**src/rtl/fetch_if.sv**
```systemverilog
// Fetch-unit bundle: decode-side handshake plus the instruction ROM address/data port.
// The master is the fetch unit; the slave is the decode stage / ROM side.
interface fetch_if;
  logic        stall;
  logic        redirect_en;
  logic [31:0] redirect_pc;
  logic [31:0] imem_addr;
  logic [31:0] imem_data;
  logic [31:0] instr_out;
  logic [31:0] pc_out;
  logic [31:0] pc_plus4_out;
  logic        valid_out;
  logic        misalign_err;
  logic [31:0] fetch_count;

  modport master (
    input  stall, redirect_en, redirect_pc, imem_data,
    output imem_addr, instr_out, pc_out, pc_plus4_out, valid_out, misalign_err, fetch_count
  );

  modport slave (
    output stall, redirect_en, redirect_pc, imem_data,
    input  imem_addr, instr_out, pc_out, pc_plus4_out, valid_out, misalign_err, fetch_count
  );
endinterface

```
**src/rtl/fetch_unit.sv**
```systemverilog
// Instruction-fetch front end: owns the PC, drives the synchronous ROM address and pairs each
// returning word with its PC. Optional branch-delay slot enabled by FETCH_DELAY_SLOT_EN.
module fetch_unit #(
  parameter logic [31:0] RESET_PC = 32'h0000_0000
) (
  input logic    clock,
  input logic    reset,
  fetch_if.master bus
);

  logic [31:0] pc_q;
  logic [31:0] fetch_pc_q;
  logic        fetch_valid_q;
  logic        err_q;
  logic [31:0] count_q;

  logic [31:0] tgt;
  logic [31:0] jump_pc;
  logic [31:0] fetch_addr;
  logic        hold;
  logic        do_jump;
  logic        consume;

  assign tgt = {bus.redirect_pc[31:2], 2'b00};

`ifdef FETCH_DELAY_SLOT_EN
  logic [31:0] pending_q;
  logic        pending_valid_q;

  // Redirect never overrides the current cycle; the slot word is fetched first.
  assign hold    = bus.stall && fetch_valid_q;
  assign do_jump = !hold && pending_valid_q;
  assign jump_pc = pending_q;

  // Capture the target (even while stalled) and release it on the first non-HOLD cycle.
  always_ff @(posedge clock or posedge reset) begin
    if (reset) begin
      pending_q       <= 32'h0;
      pending_valid_q <= 1'b0;
    end else if (bus.redirect_en) begin
      pending_q       <= tgt;
      pending_valid_q <= 1'b1;
    end else if (do_jump) begin
      pending_valid_q <= 1'b0;
    end
  end
`else
  // Immediate redirect wins over stall; the word currently presented counts as consumed.
  assign hold    = bus.stall && fetch_valid_q && !bus.redirect_en;
  assign do_jump = bus.redirect_en;
  assign jump_pc = tgt;
`endif

  assign consume = fetch_valid_q && !hold;

  // ROM address: redirect target, re-read of the held word, or the sequential PC.
  always_comb begin
    fetch_addr = pc_q;
    if (reset) begin
      fetch_addr = RESET_PC;
    end else if (do_jump) begin
      fetch_addr = jump_pc;
    end else if (hold) begin
      fetch_addr = fetch_pc_q;
    end
  end

  // PC, in-flight address, valid flag, misalignment pulse and delivery counter.
  always_ff @(posedge clock or posedge reset) begin
    if (reset) begin
      pc_q          <= RESET_PC;
      fetch_pc_q    <= RESET_PC;
      fetch_valid_q <= 1'b0;
      err_q         <= 1'b0;
      count_q       <= 32'h0;
    end else begin
      if (!hold) begin
        fetch_pc_q    <= fetch_addr;
        pc_q          <= fetch_addr + 32'd4;
        fetch_valid_q <= 1'b1;
      end
      err_q <= bus.redirect_en && (bus.redirect_pc[1:0] != 2'b00);
      if (consume) begin
        count_q <= count_q + 32'd1;
      end
    end
  end

  assign bus.imem_addr    = fetch_addr;
  assign bus.instr_out    = bus.imem_data;
  assign bus.pc_out       = fetch_pc_q;
  assign bus.pc_plus4_out = fetch_pc_q + 32'd4;
  assign bus.valid_out    = fetch_valid_q;
  assign bus.misalign_err = err_q;
  assign bus.fetch_count  = count_q;

endmodule
```
**src/flat_wrapper.sv**
```systemverilog
// flat-port wrapper written by rule: the top's interface ports become plain ports
module fetch_unit_flat 
#(
  parameter logic [31:0] RESET_PC = 32'h0000_0000
)
  (clock, reset, bus_stall, bus_redirect_en, bus_redirect_pc, bus_imem_data, bus_imem_addr, bus_instr_out, bus_pc_out, bus_pc_plus4_out, bus_valid_out, bus_misalign_err, bus_fetch_count);
  fetch_if bus_i ();
  input logic clock;
  input logic reset;
  input wire logic [$bits(bus_i.stall)-1:0] bus_stall;
  input wire logic [$bits(bus_i.redirect_en)-1:0] bus_redirect_en;
  input wire logic [$bits(bus_i.redirect_pc)-1:0] bus_redirect_pc;
  input wire logic [$bits(bus_i.imem_data)-1:0] bus_imem_data;
  output wire logic [$bits(bus_i.imem_addr)-1:0] bus_imem_addr;
  output wire logic [$bits(bus_i.instr_out)-1:0] bus_instr_out;
  output wire logic [$bits(bus_i.pc_out)-1:0] bus_pc_out;
  output wire logic [$bits(bus_i.pc_plus4_out)-1:0] bus_pc_plus4_out;
  output wire logic [$bits(bus_i.valid_out)-1:0] bus_valid_out;
  output wire logic [$bits(bus_i.misalign_err)-1:0] bus_misalign_err;
  output wire logic [$bits(bus_i.fetch_count)-1:0] bus_fetch_count;
  assign bus_i.stall = bus_stall;
  assign bus_i.redirect_en = bus_redirect_en;
  assign bus_i.redirect_pc = bus_redirect_pc;
  assign bus_i.imem_data = bus_imem_data;
  assign bus_imem_addr = bus_i.imem_addr;
  assign bus_instr_out = bus_i.instr_out;
  assign bus_pc_out = bus_i.pc_out;
  assign bus_pc_plus4_out = bus_i.pc_plus4_out;
  assign bus_valid_out = bus_i.valid_out;
  assign bus_misalign_err = bus_i.misalign_err;
  assign bus_fetch_count = bus_i.fetch_count;
  fetch_unit #(.RESET_PC(RESET_PC)) u_core (.clock(clock), .reset(reset), .bus(bus_i));
endmodule
```
**config.mk**
```make
export PLATFORM = sky130hd
export DESIGN_NAME = fetch_unit_flat
export DESIGN_NICKNAME = d
export VERILOG_FILES = /design/src/rtl/fetch_if.sv /design/src/rtl/fetch_unit.sv /design/src/flat_wrapper.sv
export SDC_FILE = /design/constraint.sdc
export NUM_CORES = 1
export LEC_CHECK = 0
export CAP_MARGIN = 20
export CORE_ASPECT_RATIO = 0.8
export CORE_MARGIN = 3
export CORE_UTILIZATION = 29
export CTS_CLUSTER_DIAMETER = 150
export DETAILED_ROUTE_END_ITERATION = 10
export PLACE_DENSITY_LB_ADDON = 0.05
export SYNTH_ARGS = -nofsm -noshare
export SYNTH_HDL_FRONTEND = slang
export SYNTH_SLANG_ARGS = --single-unit
```
**constraint.sdc**
```tcl
create_clock -name clock -period 7.2 [get_ports clock]
set_clock_uncertainty 0.2 [all_clocks]
set_input_delay 1.08 -clock clock [delete_from_list [all_inputs] [get_ports clock]]
set_output_delay 1.08 -clock clock [all_outputs]
set_load 0.1 [all_outputs]
```
==> flow_summary_export.csv, run 1 <==
group,metric,value,unit
logic_synthesis,synth_ff_type,"dfrtp_1",
global_routing,grt_max_degree,75,
pwr,p_switching,0.000865,W
timing,fmax,172,MHz
final_layout,n_antenna_cell,0,
die,dieHeight,136,um
final_layout,layout_common_cells,"clkdlybuf4s50_1 (155), nand2_1 (123), dfrtp_1 (96)",
pwr,peakVddDrop,0.124,mV
setup_path,r2r-start,"u_core.bus.valid_out$_DFFE_PP0N_",
logic_synthesis,ys_seq_area_frac,0.391,
placement,dp.final_hpwl,14500,um
timing,final_hold_viol_count,0,
outcome,outcome,"complete, no violations",
die,initial_core_util,0.303,
setup_path,crit_fanout,22,
setup_path,critical_path_required,5920,ps
global_routing,grt_pass1_vias,5366,
routing,drc,0,
routing,route.detailed.wl_per_inst,18.7,um
logic_synthesis,netlist_area,6150,sq um
run,cap_violations,0,
die,die_w,169,um
clocking,cts-root-buf,"clkbuf_16",
setup_path,critical_path_class,"in2out",
routing,dr_total_vias,5406,
setup_path,worstSetupEndpointType,"primary output",
global_routing,antenna_found_initial,0,
final_layout,layout.nets,885,
global_routing,grt.overflow.total,0,
die,core,20300,sq um
clocking,cts_resized,0,
clocking,cts_setup_buffers,0,
logic_synthesis,synthCells,702,
logic_synthesis,synthDistinctLibCells,61,
clocking,cts_tree,"yes",
routing,first_iter_violations,337,
placement,portBuffers,165,
placement,gp_congestion,0.770,
setup_path,cpMaxStageDelayCell,"clkdlybuf4s50_1",
timing,maxSlewHeadroom,0.299,
clocking,clkLatencyLatePin,350,ps
pwr,p_comb_frac,0.401,
logic_synthesis,synth_nets,773,
worst_hold_path,hp-class,"reg2reg",
clocking,clockBufferDepth,2,
final_layout,layout_commonest_cell,"clkdlybuf4s50_1",
clocking,h-tree-depth,3,
clocking,cts_buffers,9,
setup_path,path_cells,"clkdlybuf4s50_1, nand2_2, o311ai_0, nor2_1, clkdlybuf4s50_1",
logic_synthesis,yosys_register_bits,96,
logic_synthesis,syn_avg_cell_area,8.76,sq um
timing,fin_tns_setup,0,ps
routing,ant_nets,0,
setup_path,crit_top_cell,"clkdlybuf4s50_1",
placement,place_area,7700,sq um
die,io_pins,230,
final_layout,area_growth,30.4,%
pwr,pwr-share-seq,0.334,
logic_synthesis,synth-edff-count,0,
setup_path,arrival,4540,ps
worst_hold_path,hp-start,"u_core.pc_q[20]$_DFFE_PP0N_",
timing,finalSetupViolations,0,
routing,drt-pass1-iter-count,7,
routing,wirelength,20200,um
die,rows,46,
worst_hold_path,min_to,"u_core.pc_q[20]$_DFFE_PP0N_",
global_routing,grt_pass1_wl,31500,um
timing,maxSlewViolCount,0,
setup_path,regToRegSetupSlack,3260,ps
clocking,cts_num_sinks,96,
setup_path,cpPeakStageDelay,1090,ps
setup_path,reg2reg_to,"u_core.pc_q[18]$_DFFE_PP0N_",
final_layout,drive_above_1_share,0.0636,
clocking,clkSlewWorstSetupHoldPaths,70,ps
final_layout,design_area,8010,sq um
setup_path,start_kind,"input pin",
pwr,switching_share,0.444,
logic_synthesis,yosysWarnings,0,
pwr,p_clk_frac,0.265,
worst_hold_path,holdPathStages,2,
timing,finalCritPeriodShare,0.808,
final_layout,fin_cells,1081,
global_routing,grtUsageTotal,0.175,
pwr,cell_internal_pwr,0.00108,W
timing,rsz0062_at_grt,"no",
clocking,holdBufCountCts,0,
pwr,leakagePower,3.31,nW
routing,viasPerCell,5.00,
timing,min_period,5820,ps
pwr,power_density,243,nW/um^2
placement,dpl.cell_count,1067,
setup_path,rr_worst_depth,9,
die,die_area,23000,sq um
logic_synthesis,async_flop_share,1.00,
timing,worst_slew_pin_slew,1050,ps
[critical path: cells and delay by family]
kind | cells | cell delay, ps
buffers and inverters | 2 | 2110
AO/OA/AOI/OAI | 1 | 760
AND/OR/NAND/NOR | 2 | 570
[cells in the mapped netlist (9+ instances only)]
library cell  count  area share
nand2b_1         11       0.011
dfrtp_1          96        0.39
and3_1           21       0.021
nand2_1         123       0.075
xnor2_1          60       0.085
buf_4            37       0.045
xor2_1           21       0.030
nor2_1           49       0.030
and2_1           12       0.012
nor2b_1           9      0.0092
o21ai_0          26       0.021
a21oi_1          17       0.014
a211oi_1         10       0.012
inv_1            20       0.012
nand4_1          15       0.015
clkbuf_1         21       0.013
nand3_1          32       0.026
[metal layers]
layer / wire, um / vias to the layer above / global-route usage
met5: 0 / - / 0
met4: 237 / 0 / 0.0291
met3: 1360 / 40 / 0.0515
met2: 8360 / 156 / 0.251
met1: 10300 / 2612 / 0.263
li1: - / 2598 / -
[cell type report]
cell class / instances / area [sq um]
Inverter: 20 / 77.6
Tap cell: 264 / 330
Sequential cell: 96 / 2400
Multi-Input combinational cell: 512 / 3200
Clock inverter: 3 / 67.6
Timing Repair Buffer: 175 / 1700
Fill cell: 2047 / 12300
Clock buffer: 11 / 243
[flip-flops by register name, indices dropped and copies added (netlist names)]
name,count
u_core.bus.fetch_count,32
u_core.bus.misalign_err,1
u_core.pc_q,30
u_core.bus.pc_out,32
u_core.bus.valid_out,1
[power groups by stage]
stage | logic, W | registers (W) | clock network, W
floorplan | 0.000450 | 0.000878 | 0
global placement | 0.000783 | 0.000659 | 0
detailed placement | 0.000786 | 0.000660 | 0
CTS | 0.000788 | 0.000651 | 0.000538
global route | 0.000815 | 0.000658 | 0.000556
finish | 0.000782 | 0.000650 | 0.000516
[cell families (layout without fill, tap and decap cells)]
kind of cell | Yosys count | count (layout) | share of synthesized area
other | 1 | 1 | 0.000610
muxes | 5 | 5 | 0.00835
DFF | 96 | 96 | 0.391
buffers and inverters | 94 | 209 | 0.0894
and+or+nand+nor | 313 | 313 | 0.255
adders and majority gates | 3 | 3 | 0.00611
xor gates and xnor gates | 81 | 81 | 0.115
AOI/OAI and AO/OA | 109 | 109 | 0.135
[stage by stage]
| step | setup slack [ps] | total power (W) | utilization | hold slack (ps) |
|---|---|---|---|---|
| 6_report | 1380 | 0.00195 | 0.394 | 280 |
| 2_1_floorplan | 34.9 | 0.00133 | - | 244 |
| 4_1_cts | 1370 | 0.00198 | 0.394 | 288 |
| 3_5_place_dp | 1380 | 0.00145 | 0.379 | 273 |
| 5_1_grt | 1220 | 0.00203 | 0.394 | 304 |
| 3_3_place_gp | 1490 | 0.00144 | 0.379 | 261 |
[worst max path at each step]
stage	to	slack, ps	start	cells past startpoint
after floorplan	bus_imem_addr[27]	30	reset	4
after global placement	bus_imem_addr[9]	1490	bus_stall	5
after detailed placement	bus_imem_addr[10]	1380	bus_stall	5
after CTS	bus_imem_addr[9]	1370	bus_stall	5
after global routing	bus_imem_addr[9]	1220	bus_stall	5
final	bus_imem_addr[10]	1380	bus_stall	5
Power figures use the tool's default switching activity.
==> run 2, diff against run 1 <==
clock period = 5.75 ns   (was 7.2 ns; I/O delays follow)
==> run 2 against run 1 <==
Against the previous run: non-clock buffer count increased by 9; clock power increased by 12%; sequential power increased by 25%; core utilization about the same; power increased by 22%; via count increased by 1.3%; setup slack got worse by 580 ps; sequential share of layout area about the same; first-iteration DRC count decreased by 12%; routed wire length increased by 0.67%; highest routed layer unchanged.
==> flow_summary_export.csv, run 2 (synthesis results as in run 1) <==
group,metric,value,unit
final_layout,n_antenna_cell,0,
pwr,power_density,297,nW/um^2
timing,hold_ws,272,ps
final_layout,area_growth,30.4,%
die,initial_core_util,0.303,
global_routing,grt.overflow.total,0,
setup_path,critical_path_required,4690,ps
clocking,cts_tree,"yes",
pwr,p_total,0.00238,W
routing,drt-pass1-iter-count,4,
routing,ant_nets,0,
clocking,cts_num_sinks,96,
global_routing,grtUsageTotal,0.177,
outcome,outcome,"complete, no violations",
timing,worst_slew_pin_slew,1000,ps
timing,maxSlewHeadroom,0.328,
timing,finalCritPeriodShare,0.861,
global_routing,grt_pass1_wl,32400,um
timing,fmax,202,MHz
clocking,h-tree-depth,3,
final_layout,layout_common_cells,"clkdlybuf4s50_1 (130), nand2_1 (123), dfrtp_1 (96)",
clocking,cts_resized,0,
routing,route.detailed.wl_per_inst,18.6,um
clocking,cts_buffers,9,
clocking,cts_setup_buffers,0,
global_routing,grt_pass1_vias,5629,
placement,dp.final_hpwl,14800,um
worst_hold_path,hp-class,"reg2reg",
global_routing,antenna_found_initial,0,
timing,rsz0062_at_grt,"no",
routing,wirelength,20300,um
final_layout,drive_above_1_share,0.107,
routing,first_iter_violations,295,
die,rows,46,
final_layout,layout_commonest_cell,"clkdlybuf4s50_1",
pwr,leakagePower,3.40,nW
pwr,peakVddDrop,0.137,mV
setup_path,critical_path_class,"reg2out",
die,dieHeight,136,um
setup_path,worstSetupEndpointType,"primary output",
final_layout,fillers,2116,
routing,drc,0,
placement,portBuffers,165,
timing,final_hold_viol_count,0,
final_layout,layout.nets,894,
routing,viasPerCell,5.01,
clocking,clkSlewWorstSetupHoldPaths,70,ps
setup_path,cpMaxStageDelayCell,"clkdlybuf4s50_1",
setup_path,cpPeakStageDelay,1150,ps
clocking,holdBufCountCts,0,
die,core,20300,sq um
die,io_pins,230,
die,die_area,23000,sq um
timing,finalSetupViolations,0,
run,cap_violations,0,
clocking,cts-root-buf,"clkbuf_16",
setup_path,arrival,3890,ps
routing,dr_total_vias,5474,
clocking,clockBufferDepth,2,
setup_path,path_cells,"and4_1, nand4_1, nor2_1, nand2_1, nor2_1, nand4_1, xnor2_1, clkdlybuf4s50_1",
timing,maxSlewViolCount,0,
global_routing,grt_max_degree,67,
setup_path,start_kind,"register",
timing,min_period,4950,ps
die,die_w,169,um
clocking,clkLatencyLatePin,350,ps
setup_path,crit_fanout,11,
timing,fin_tns_setup,0,ps
placement,gp_congestion,0.784,
==> run 2: cell count changes in the layout (fill, tap and decap cells not counted), sizes merged, moves of 2 or more <==
cell / before / now
buf: 20 / 54
bufinv: 2 / 0
clkdlybuf4s50: 155 / 130
clkinv: 0 / 5
==> run 2: per-layer routing <==
metal	share of wire	track usage	wire length, um
met4	0.014	0.0423	280
met5	0	0	0
met1	0.50	0.257	10100
met2	0.43	0.267	8750
met3	0.058	0.0407	1180
==> run 2: worst max-delay path, delay by kind of cell, from the launching register on <==
kind / cells / cell delay, ps
simple gates: 6 / 1640
buf+inv: 1 / 1150
flops: 1 / 570
xor+xnor: 1 / 170
==> run 2: power breakdown <==
group          internal [W]  switching (W)
Combinational      0.000236       0.000754
Clock              0.000304       0.000274
Sequential         0.000735      0.0000754
Total               0.00127        0.00110
==> run 2: stage by stage <==
stage	instances	cell area, sq um	util	setup slack [ps]
floorplan	702	6150	-	181
global placement	1076	7750	0.381	1250
detailed placement	1076	7750	0.381	1160
CTS	1092	8020	0.395	755
global route	1092	8020	0.395	557
finish	1092	8020	0.395	801
==> run 2: final timing paths <==
path	startpoint	to	slack (ps)	cells past startpoint
min in group asynchronous	reset	u_core.pc_q[20]$_DFFE_PP0N_	820	2
setup reg to reg	u_core.bus.valid_out$_DFFE_PP0N_	u_core.pc_q[27]$_DFFE_PP0N_	2300	8
max in group asynchronous	reset	u_core.bus.pc_out[4]$_DFFE_PP0N_	3570	3
hold / removal	u_core.bus.fetch_count[31]$_DFFE_PP0P_	u_core.bus.fetch_count[31]$_DFFE_PP0P_	270	1
setup / recovery	u_core.bus.pc_out[4]$_DFFE_PP0N_	bus_pc_plus4_out[27]	800	8
hold reg to reg	u_core.bus.fetch_count[31]$_DFFE_PP0P_	u_core.bus.fetch_count[31]$_DFFE_PP0P_	270	1
==> run 2: cell type report <==
type                            count  area [sq um]  share of cell area
Clock buffer                       10           239              0.0298
Clock inverter                      6          33.8             0.00421
Tap cell                          264           330              0.0412
Timing Repair Buffer              184          1740               0.217
Sequential cell                    96          2400               0.300
Multi-Input combinational cell    512          3200               0.399
Inverter                           20          77.6             0.00967
